### src/rtl/router_param_if.sv
`default_nettype none
// +--------------------------------------------------------------------------+
// | Module      : router_param_if                                            |
// | Description : Byte-stream and per-channel read bundle of the packet      |
// |               router.                                                    |
// |               master : packet source and channel readers                 |
// |                        drives packet_valid, datain, read_enb             |
// |               slave  : router; drives busy, vldout, data_out, err, drop, |
// |                        timeout                                           |
// | Revision    : 1.0 - initial release                                      |
// +--------------------------------------------------------------------------+
interface router_param_if #(
    parameter int DATA_W = 8,
    parameter int N_CH   = 3
);
    logic                   packet_valid;
    logic [DATA_W-1:0]      datain;
    logic [N_CH-1:0]        read_enb;
    logic                   busy;
    logic [N_CH-1:0]        vldout;
    logic [N_CH*DATA_W-1:0] data_out;
    logic                   err;
    logic                   drop;
    logic [N_CH-1:0]        timeout;

    modport master (
        output packet_valid, datain, read_enb,
        input  busy, vldout, data_out, err, drop, timeout
    );

    modport slave (
        input  packet_valid, datain, read_enb,
        output busy, vldout, data_out, err, drop, timeout
    );
endinterface
`default_nettype wire

### src/rtl/router_param.sv
`default_nettype none
// +--------------------------------------------------------------------------+
// | Module      : router_param                                               |
// | Description : N-channel packet router. Each packet (header, L payload    |
// |               bytes, parity) is admitted only when its destination FIFO  |
// |               can hold all L+2 words; illegal or oversize packets are    |
// |               consumed and dropped; a channel left unread for TIMEOUT    |
// |               cycles is flushed.                                         |
// | Ports       : clk  - clock, rising edge                                  |
// |               rst  - synchronous active-high reset                       |
// |               bus  - router_param_if.slave (byte input, channel outputs, |
// |                      err/drop/timeout pulses)                            |
// | Revision    : 1.0 - initial release                                      |
// +--------------------------------------------------------------------------+
module router_param #(
    parameter int DATA_W  = 8,
    parameter int N_CH    = 3,
    parameter int ADDR_W  = 2,
    parameter int DEPTH   = 16,
    parameter int TIMEOUT = 30
) (
    input  logic          clk,
    input  logic          rst,
    router_param_if.slave bus
);
    localparam int c_ptr_w  = $clog2(DEPTH);
    localparam int c_cnt_w  = c_ptr_w + 1;
    localparam int c_len_w  = DATA_W - ADDR_W;
    localparam int c_rem_w  = c_len_w + 1;
    localparam int c_tcnt_w = $clog2(TIMEOUT + 1);

    localparam logic [1:0] c_st_idle = 2'd0;
    localparam logic [1:0] c_st_wait = 2'd1;
    localparam logic [1:0] c_st_load = 2'd2;
    localparam logic [1:0] c_st_drop = 2'd3;

    logic [1:0]         r_state;
    logic [DATA_W-1:0]  r_hdr;
    logic [DATA_W-1:0]  r_parity;
    logic [c_rem_w-1:0] r_remaining;
    logic               r_err;
    logic               r_drop;

    logic [ADDR_W-1:0]               w_dest;
    logic [c_len_w-1:0]              w_len;
    logic [c_rem_w-1:0]              w_rem_init;
    logic [31:0]                     w_need;
    logic                            w_legal;
    logic                            w_space;
    logic [c_cnt_w-1:0]              w_sel_count;
    logic                            w_in_wait;
    logic                            w_in_load;
    logic                            w_push;
    logic [DATA_W-1:0]               w_push_data;
    logic [N_CH-1:0][c_cnt_w-1:0]    w_count;
    logic [N_CH-1:0]                 w_vld;
    logic [N_CH-1:0]                 w_tmo;
    logic [N_CH-1:0][DATA_W-1:0]     w_head;

    assign w_dest     = r_hdr[ADDR_W-1:0];
    assign w_len      = r_hdr[DATA_W-1:ADDR_W];
    assign w_rem_init = {1'b0, w_len} + c_rem_w'(1);
    assign w_need     = 32'(w_len) + 32'd2;
    assign w_legal    = (32'(w_dest) < 32'(N_CH)) && (w_need <= 32'(DEPTH));
    // Free space is judged on the registered count only, so a pop in the
    // same cycle does not help admission until the following cycle.
    assign w_space    = (32'(DEPTH) - 32'(w_sel_count)) >= w_need;
    assign w_in_wait  = (r_state == c_st_wait);
    assign w_in_load  = (r_state == c_st_load);

    // The header is written on the admission edge; payload and parity are
    // written as they are accepted in LOAD (busy is low there).
    assign w_push      = (w_in_wait && w_legal && w_space) || (w_in_load && bus.packet_valid);
    assign w_push_data = w_in_wait ? r_hdr : bus.datain;

    always_comb begin
        w_sel_count = '0;
        for (int i = 0; i < N_CH; i++) begin
            if (32'(w_dest) == 32'(i)) begin
                w_sel_count = w_count[i];
            end
        end
    end

    always_ff @(posedge clk) begin
        if (rst) begin
            r_state     <= c_st_idle;
            r_hdr       <= '0;
            r_parity    <= '0;
            r_remaining <= '0;
            r_err       <= 1'b0;
            r_drop      <= 1'b0;
        end else begin
            r_err  <= 1'b0;
            r_drop <= 1'b0;
            case (r_state)
                c_st_idle: begin
                    if (bus.packet_valid) begin
                        r_hdr    <= bus.datain;
                        r_parity <= bus.datain;
                        r_state  <= c_st_wait;
                    end
                end
                c_st_wait: begin
                    if (!w_legal) begin
                        r_drop      <= 1'b1;
                        r_remaining <= w_rem_init;
                        r_state     <= c_st_drop;
                    end else if (w_space) begin
                        r_remaining <= w_rem_init;
                        r_state     <= c_st_load;
                    end
                end
                c_st_load: begin
                    if (!bus.packet_valid) begin
                        // Truncated packet: words already stored stay in the FIFO.
                        r_err   <= 1'b1;
                        r_state <= c_st_idle;
                    end else if (r_remaining == c_rem_w'(1)) begin
                        r_err   <= (bus.datain != r_parity);
                        r_state <= c_st_idle;
                    end else begin
                        r_parity    <= r_parity ^ bus.datain;
                        r_remaining <= r_remaining - c_rem_w'(1);
                    end
                end
                c_st_drop: begin
                    if (!bus.packet_valid || (r_remaining == c_rem_w'(1))) begin
                        r_state <= c_st_idle;
                    end else begin
                        r_remaining <= r_remaining - c_rem_w'(1);
                    end
                end
                default: r_state <= c_st_idle;
            endcase
        end
    end

    for (genvar g = 0; g < N_CH; g++) begin : g_ch
        logic [DATA_W-1:0]   r_mem [DEPTH];
        logic [c_ptr_w-1:0]  r_wr_ptr;
        logic [c_ptr_w-1:0]  r_rd_ptr;
        logic [c_cnt_w-1:0]  r_count;
        logic [c_tcnt_w-1:0] r_tcnt;
        logic                r_timeout;
        logic                w_wr;
        logic                w_rd;
        logic                w_active;
        logic                w_flush;

        assign w_wr     = w_push && (32'(w_dest) == g);
        assign w_rd     = bus.read_enb[g] && (r_count != '0);
        assign w_active = (w_in_wait || w_in_load) && (32'(w_dest) == g);
        // tcnt is forced to 0 while the channel is being filled, so a flush
        // can never collide with a push.
        assign w_flush  = !w_active && (r_tcnt == c_tcnt_w'(TIMEOUT - 1));

        always_ff @(posedge clk) begin
            if (w_wr) begin
                r_mem[r_wr_ptr] <= w_push_data;
            end
        end

        always_ff @(posedge clk) begin
            if (rst) begin
                r_wr_ptr  <= '0;
                r_rd_ptr  <= '0;
                r_count   <= '0;
                r_tcnt    <= '0;
                r_timeout <= 1'b0;
            end else begin
                r_timeout <= w_flush;
                if (w_flush) begin
                    r_wr_ptr <= '0;
                    r_rd_ptr <= '0;
                    r_count  <= '0;
                end else begin
                    if (w_wr) r_wr_ptr <= r_wr_ptr + c_ptr_w'(1);
                    if (w_rd) r_rd_ptr <= r_rd_ptr + c_ptr_w'(1);
                    case ({w_wr, w_rd})
                        2'b10:   r_count <= r_count + c_cnt_w'(1);
                        2'b01:   r_count <= r_count - c_cnt_w'(1);
                        default: r_count <= r_count;
                    endcase
                end
                if (w_flush || w_active || w_rd || (r_count == '0)) begin
                    r_tcnt <= '0;
                end else begin
                    r_tcnt <= r_tcnt + c_tcnt_w'(1);
                end
            end
        end

        assign w_count[g] = r_count;
        assign w_vld[g]   = (r_count != '0);
        assign w_head[g]  = w_vld[g] ? r_mem[r_rd_ptr] : '0;
        assign w_tmo[g]   = r_timeout;
    end

    assign bus.busy     = w_in_wait;
    assign bus.err      = r_err;
    assign bus.drop     = r_drop;
    assign bus.vldout   = w_vld;
    assign bus.data_out = w_head;
    assign bus.timeout  = w_tmo;

endmodule
`default_nettype wire

### src/flat_wrapper.sv
// flat-port wrapper written by rule: the top's interface ports become plain ports
module router_param_flat 
#(
    parameter int DATA_W  = 8,
    parameter int N_CH    = 3,
    parameter int ADDR_W  = 2,
    parameter int DEPTH   = 16,
    parameter int TIMEOUT = 30
)
  (clk, rst, bus_packet_valid, bus_datain, bus_read_enb, bus_busy, bus_vldout, bus_data_out, bus_err, bus_drop, bus_timeout);
  router_param_if #(.DATA_W(DATA_W), .N_CH(N_CH)) bus_i ();
  input  logic clk;
  input  logic rst;
  input wire logic [$bits(bus_i.packet_valid)-1:0] bus_packet_valid;
  input wire logic [$bits(bus_i.datain)-1:0] bus_datain;
  input wire logic [$bits(bus_i.read_enb)-1:0] bus_read_enb;
  output wire logic [$bits(bus_i.busy)-1:0] bus_busy;
  output wire logic [$bits(bus_i.vldout)-1:0] bus_vldout;
  output wire logic [$bits(bus_i.data_out)-1:0] bus_data_out;
  output wire logic [$bits(bus_i.err)-1:0] bus_err;
  output wire logic [$bits(bus_i.drop)-1:0] bus_drop;
  output wire logic [$bits(bus_i.timeout)-1:0] bus_timeout;
  assign bus_i.packet_valid = bus_packet_valid;
  assign bus_i.datain = bus_datain;
  assign bus_i.read_enb = bus_read_enb;
  assign bus_busy = bus_i.busy;
  assign bus_vldout = bus_i.vldout;
  assign bus_data_out = bus_i.data_out;
  assign bus_err = bus_i.err;
  assign bus_drop = bus_i.drop;
  assign bus_timeout = bus_i.timeout;
  router_param #(.DATA_W(DATA_W), .N_CH(N_CH), .ADDR_W(ADDR_W), .DEPTH(DEPTH), .TIMEOUT(TIMEOUT)) u_core (.clk(clk), .rst(rst), .bus(bus_i));
endmodule
### config.mk
export PLATFORM = sky130hd
export DESIGN_NAME = router_param_flat
export DESIGN_NICKNAME = d
export VERILOG_FILES = /design/src/rtl/router_param_if.sv /design/src/rtl/router_param.sv /design/src/flat_wrapper.sv
export SDC_FILE = /design/constraint.sdc
export NUM_CORES = 1
export LEC_CHECK = 0
export CAP_MARGIN = 20
export CORE_MARGIN = 2
export CORE_UTILIZATION = 35
export DETAILED_ROUTE_END_ITERATION = 6
export PLACE_DENSITY_LB_ADDON = 0.3
export SYNTH_ARGS = -nofsm -noshare
export SYNTH_HDL_FRONTEND = slang
export SYNTH_SLANG_ARGS = --single-unit
### constraint.sdc
create_clock -name clk -period 4.2 [get_ports clk]
set_clock_uncertainty 0.2 [all_clocks]
set_input_delay 0.63 -clock clk [delete_from_list [all_inputs] [get_ports clk]]
set_output_delay 0.63 -clock clk [all_outputs]
set_load 0.05 [all_outputs]
# ---- After elaboration in Yosys (flattened, before gate mapping)
# Memory sizes are Yosys's and may differ from the RTL's. A register that Yosys moved wholly into a read port is not among the register bits.
# Cells that the tools add are included.
dict set report classes {
  eq_ne 23
  addsub 19
  n_reduce_logical 57
  n_lt_le_gt_ge 3
  muxes 42
  bitwise_logic 3
}
# op count
set ops {}
lappend ops {{2-to-1 mux 8 bit} 7}
lappend ops {{2-to-1 mux 7 bit} 5}
lappend ops {{>= comparator 32 bit} 1}
lappend ops {{<= comparator 32 x 5 -> 1 bit, second input constant} 1}
lappend ops {{adder 5 x 1 -> 5 bit, second input constant} 6}
lappend ops {{case mux 5 bit (2 select lines)} 3}
lappend ops {{adder 4 x 1 -> 4 bit, second input constant} 6}
lappend ops {{2-to-1 mux 4 bit} 6}
lappend ops {{case mux 7 bit (3 select lines)} 1}
lappend ops {{logical AND 1 bit} 16}
lappend ops {{case mux 8 bit (2 select lines)} 1}
lappend ops {{OR reduction 2 bit} 8}
lappend ops {{equality test 5 bit, second input constant} 3}
lappend ops {{logical NOT 5 bit} 3}
lappend ops {{2-to-1 mux 5 bit} 3}
lappend ops {{nonzero test 5 bit} 3}
lappend ops {{subtractor 5 x 1 -> 5 bit, second input constant} 3}
lappend ops {{equality test 2 bit, second input constant} 6}
lappend ops {{logical OR 1 bit} 12}
lappend ops {{2-to-1 mux 2 bit} 6}
lappend ops {{equality test 2 x 1 -> 1 bit, second input constant} 5}
lappend ops {{2-to-1 mux 1 bit} 9}
lappend ops {{inequality test 2 bit, second input constant} 4}
lappend ops {{inequality test 8 bit} 1}
lappend ops {{other kinds (18)} 28}
dict set report word_totals {
  reg_bits 84
  output_inout_bits 33
  ram_bits 384
  n_memories 3
}
# memory depth word_bits read_ports rd_clocked_by_memory_dff write_ports line
set memory_table {}
lappend memory_table {{u_core.g_ch[0].r_mem} 16 8 1 1 1 router_param.sv:140} ;# logic [DATA_W-1:0] r_mem [DEPTH];
lappend memory_table {{u_core.g_ch[1].r_mem} 16 8 1 1 1 router_param.sv:140}
lappend memory_table {{u_core.g_ch[2].r_mem} 16 8 1 1 1 router_param.sv:140}

# ---- Depth between registers and ports, before layout
dict set report depth {
  depth_word 11
  mapped_depth 25
}

# ---- Least setup slack after synthesis
# Ideal clock, no wire load.
dict set report synth_path {
  path_type {reg2reg}
  start {register u_core.r_hdr[1]}
  end {register u_core.g_ch[1].r_count[4]}
  arrival_ps 4273
  setup_time_ps 70
  required_time_ps 3930
  path_slack_ps -343
  path_stages_with_launch 25
  cell_sequence {dfxtp_1 -> buf_6 -> mux2i_1 -> o2bb2ai_1 -> inv_1 -> ha_1 -> nand2_1 -> xor2_1 -> ha_1 -> a21o_1 -> a221oi_1 -> o211ai_2 -> and3_1 -> buf_6 -> inv_1 -> ha_1 -> clkbuf_1 -> xor2_1 -> ha_1 -> o21ai_0 -> a21oi_1 -> a21oi_1 -> xor2_1 -> or3_1 -> a21oi_1}
}
dict set report synth_between {
  elab_chain_cells 11
  word_cells_on_any_way 22
}
# item line
set synth_lines {}
lappend synth_lines {{start: declaration} router_param.sv:38} ;# logic [DATA_W-1:0] r_hdr;
lappend synth_lines {{start signal: assignment} router_param.sv:99} ;# r_hdr <= bus.datain;
lappend synth_lines {{logical NOT 2 bit} router_param.sv:79} ;# if (32'(w_dest) == 32'(i)) begin
lappend synth_lines {{2-to-1 mux 5 bit (3 in a row)} router_param.sv:79}
lappend synth_lines {{subtractor 5 x 5 -> 6 bit} router_param.sv:67} ;# assign w_space = (32'(DEPTH) - 32'(w_sel_count)) >= w_need;
lappend synth_lines {{>= comparator 32 bit} router_param.sv:67}
lappend synth_lines {{logical AND 1 bit} router_param.sv:73} ;# assign w_push = (w_in_wait && w_legal && w_space) || (w_in_load && bus.packet_valid);
lappend synth_lines {{logical OR 1 bit} router_param.sv:73}
lappend synth_lines {{logical AND 1 bit} router_param.sv:151} ;# assign w_wr = w_push && (32'(w_dest) == g);
lappend synth_lines {{equality test 2 x 1 -> 1 bit or equality test 2 bit (tied branches)} router_param.sv:180} ;# case ({w_wr, w_rd})
lappend synth_lines {{case mux 5 bit (2 select lines) or nonzero test 2 bit (tied branches)} n/a}
lappend synth_lines {{end signal: assignment} router_param.sv:181} ;# 2'b10: r_count <= r_count + c_cnt_w'(1);
lappend synth_lines {{end signal: assignment} router_param.sv:182} ;# 2'b01: r_count <= r_count - c_cnt_w'(1);
lappend synth_lines {{end signal: assignment} router_param.sv:183} ;# default: r_count <= r_count;
lappend synth_lines {{end: declaration} router_param.sv:143} ;# logic [c_cnt_w-1:0] r_count;
# Parallel ways exist; a longest one is shown, timed or not.
# A chain may end at the register's enable or synchronous reset.

# ---- Worst setup path in the final report
# Same ends and word-level chain as after synthesis.

==> key figures <==
Global routing
  • Initial antenna violation count: 0
  • Largest net degree at the start of global routing: 49
  • GRT overflow: 0
  • GRT Overall Usage: 0.150
  • First-pass GRT wire length: 67.9 mm
  • Number of global-route vias before repair: 11100

Floorplan
  • Initial Utilization: 0.353
  • Core ar.: 57500 um2
  • DIE HEIGHT: 245 um
  • Chip width: 245 um
  • Core Rows: 88
  • Io pins: 47
  • Die area: 59900 um2

Yosys
  • Synth warn: 0
  • Synth Area in Simple Gates: 0.0733
  • Synth area leader: edfxtp_1
  • Synth top area cells: edfxtp_1 57%, mux4_2 13%, dfxtp_1 9.5%
  • XOR/XNOR Fraction of Synth Area: 0.0246
  • Net Count, Synth: 1312
  • Primary FF master, synth: edfxtp_1
  • Fraction of registers with async set/reset: 0
  • Synth Area in Compound Gates: 0.0346
  • Synth Area in Adders: 0.0290
  • Flops & latches, synth: 480
  • Most frequent cell after synthesis: edfxtp_1
  • Avg Cell Area, Syn: 16.2 um2
  • Synth cell types: 62
  • Synth cell count leaders: 384 x edfxtp_1, 120 x mux4_2, 97 x nor2_1, 96 x dfxtp_1, 53 x nand2_1
  • Mux contribution to synthesized area: 0.152
  • Netlist Area Pre-Place: 20300 um2
  • Register area share after synthesis: 0.663
  • Synth top area share: 0.569
  • Post-synth EDFFs: 384
  • Cells after Synth: 1251
  • Largest family of logic cells by synthesized area: multiplexers

Clocking
  • Num CTS Buffers: 50
  • Root Driver: clkbuf_16
  • TritonCTS clock tree: done
  • Reg clk slew, reported paths: 0.06 ns
  • Latest clock arrival within the worst-skew pair: 0.60 ns
  • Clock tree sinks: 480
  • CTS H-tree depth: 2
  • Maximum buffer depth of the clock tree: 3
  • Hold buffer count at cts: 0

Worst setup path
  • Worst reg-to-reg setup slack: -0.0001 ns
  • Startpoint Class: flip-flop
  • Kind of critical path: reg -> reg
  • Reg2Reg Capture Point: u_core.g_ch[1].r_count[4]
  • Crit path launch: u_core.r_hdr[1]
  • Worst EP arrival: 4.53 ns
  • Reg2Reg Depth: 22
  • CP Data Required Time: 4.53 ns
  • CP Capture Point: u_core.g_ch[1].r_count[4]
  • Crit-path max FO: 6
  • Worst r2r src: u_core.r_hdr[1]
  • CP endpoint kind: flip-flop

Timing
  • Hold_ws: 0.280 ns
  • Final hold viol count: 0
  • RSZ-0062 raised after global routing: true
  • Setup_tns: -0.000101 ns
  • Worst slew margin: 0.266
  • Final setup fails: 1
  • FMAX: 238 MHz
  • Max Slew Vio Count: 0
  • Slew at the pin closest to its max-slew limit: 1.10 ns
  • Min Tclk post-route: 4.20 ns
  • Final period util: 1.00
  • Post-route setup slack: -0.000101 ns

Route
  • Drt pass-1 iters: 5
  • Routed vias/inst: 5.05
  • Detailed Route WL: 44.0 mm
  • Antenna-violating nets left: 0
  • DRT iter0 DRCs: 761
  • Routed vias: 10900
  • WL per Instance: 20.4 um
  • # DRC: 0

Hold path
  • HP Class: reg -> reg

Final layout
  • Final core utilization: 0.415
  • Nets: 1418
  • Layout cells sized above 1: 0.239
  • Post-Layout Cell Count: 2160
  • Antenna fix cells: 0
  • Fill count: 5139
  • Area growth from synthesis to layout: 17.6%

Job
  • Max-cap violation count: 0

Place
  • Placer Congestion: 0.777
  • DP Cell Count: 2058
  • DP HPWL: 27.5 mm
  • Worst slack at placement: -0.0727 ns
  • # port buffers: 46

Pwr
  • Worst VDD drop: 0.427 mV
  • Pwr/cell area: 577 nW/um2
  • Static Leak: 7.67 nW

Status
  • Failing checks: negative setup slack
  • Status: complete, but fails checks
final cells by class:
| type | instances | area (um2) | area share |
|---|---|---|---|
| Inverter | 35 | 134 | 0.00561 |
| Sequential cell | 480 | 13500 | 0.564 |
| Tap cell | 765 | 957 | 0.0401 |
| Clock buffer | 66 | 1340 | 0.0563 |
| Clock inverter | 24 | 208 | 0.00871 |
| Multi-Input combinational cell | 663 | 6540 | 0.274 |
| Timing Repair Buffer | 127 | 1220 | 0.0510 |
worst max-delay path, cell delays in order, from the launching register on:
cell and delay [ns]:
dfxtp_2 0.34, buf_12 0.14, mux2i_4 0.18, o2bb2ai_4 0.19
inv_2 0.07, ha_4 0.16, nand2_2 0.05, xor2_1 0.14
ha_1 0.25, a21o_1 0.19, a221oi_2 0.33, o211ai_2 0.20
and3_4 0.23, inv_4 0.06, ha_4 0.12, xor2_1 0.16
ha_2 0.22, o21ai_2 0.06, a21oi_1 0.14, a21oi_1 0.09
xor2_1 0.15, or3_1 0.36, a21oi_2 0.11
how the worst min path moves through the flow:
| stage | start | endpoint | slack (ns) | depth (start not counted) |
|---|---|---|---|---|
| floorplan | u_core.g_ch[0].r_tcnt[0] | u_core.g_ch[0].r_tcnt[0] | 0.23 | 1 |
| global placement | u_core.g_ch[1].r_tcnt[0] | u_core.g_ch[1].r_tcnt[0] | 0.24 | 1 |
| detailed placement | u_core.g_ch[2].r_tcnt[0] | u_core.g_ch[2].r_tcnt[0] | 0.27 | 1 |
| CTS | u_core.g_ch[2].r_tcnt[0] | u_core.g_ch[2].r_tcnt[0] | 0.28 | 1 |
| global route | u_core.g_ch[2].r_tcnt[0] | u_core.g_ch[2].r_tcnt[0] | 0.30 | 1 |
| finish | u_core.g_ch[2].r_tcnt[0] | u_core.g_ch[2].r_tcnt[0] | 0.28 | 1 |
power by group:
group	leakage (nW)	switching, W	total, W	internal (W)
registers	4.25	0.000148	0.00576	0.00562
logic	2.66	0.00225	0.00381	0.00156
clock network	0.753	0.00182	0.00420	0.00238
total	7.67	0.00422	0.0138	0.00955
per-stage QoR:
step	power (W)	cell area [um2]
after floorplan	0.00824	20300
after global placement	0.00944	22000
after detailed placement	0.00952	22000
after CTS	0.0138	23600
after global routing	0.0144	23900
final	0.0138	23900
placed cells by master, fill, tap and decap left out, types with 5 or more instances in the layout:
master / Yosys / layout
edfxtp_1: 384 / 384
mux4_2: 120 / 120
nor2_1: 97 / 96
dfxtp_1: 96 / 92
buf_4: 3 / 70
nand2_1: 53 / 52
clkbuf_16: 0 / 51
clkdlybuf4s50_1: 0 / 46
a21oi_1: 46 / 43
ha_1: 47 / 41
nor2b_1: 40 / 40
inv_1: 35 / 32
xor2_1: 31 / 30
o21ai_0: 31 / 29
xnor2_1: 24 / 24
nand3_1: 24 / 24
mux2i_1: 25 / 23
nor4_1: 15 / 15
clkbuf_1: 40 / 14
nor3_1: 14 / 13
clkinv_2: 0 / 12
nand4_1: 9 / 9
mux2_2: 8 / 8
buf_12: 0 / 8
or3_1: 7 / 7
nor2_2: 4 / 5
a21o_1: 5 / 5
metal layers:
| metal | track usage | share of wire |
|---|---|---|
| met4 | 0.0493 | 0.023 |
| met3 | 0.0227 | 0.037 |
| met2 | 0.254 | 0.50 |
| met1 | 0.196 | 0.44 |
| met5 | 0 | 0 |
flip-flops by register name, summed over array words and instances (netlist names), named ones only:
| name | count |
|---|---|
| u_core.g_ch.r_mem | 384 |
| u_core.g_ch.r_count | 15 |
| u_core.g_ch.r_tcnt | 15 |
| u_core.g_ch.r_rd_ptr | 12 |
| u_core.g_ch.r_wr_ptr | 12 |
| u_core.r_hdr | 8 |
| u_core.r_parity | 8 |
| u_core.r_remaining | 7 |
| u_core.g_ch.r_timeout | 3 |
| u_core.r_state | 2 |
| u_core.bus.drop | 1 |
| u_core.bus.err | 1 |
timing repair:
item,in CTS,in global routing
gates resized for setup,4,27
buffers inserted,3,5
setup endpoints to repair,9,7
pin swaps,3,22
cells by family (layout without fill, tap and decap cells):
group | after synthesis | count (layout)
flip-flops | 480 | 480
AND/OR/NAND/NOR | 291 | 291
multiplexers | 155 | 155
AO/OA/AOI/OAI | 114 | 114
buffers and inverters | 108 | 252
XOR/XNOR | 56 | 56
adder cells (fa/ha/maj) | 47 | 47
No activity file was read; power rests on OpenSTA's default activity.
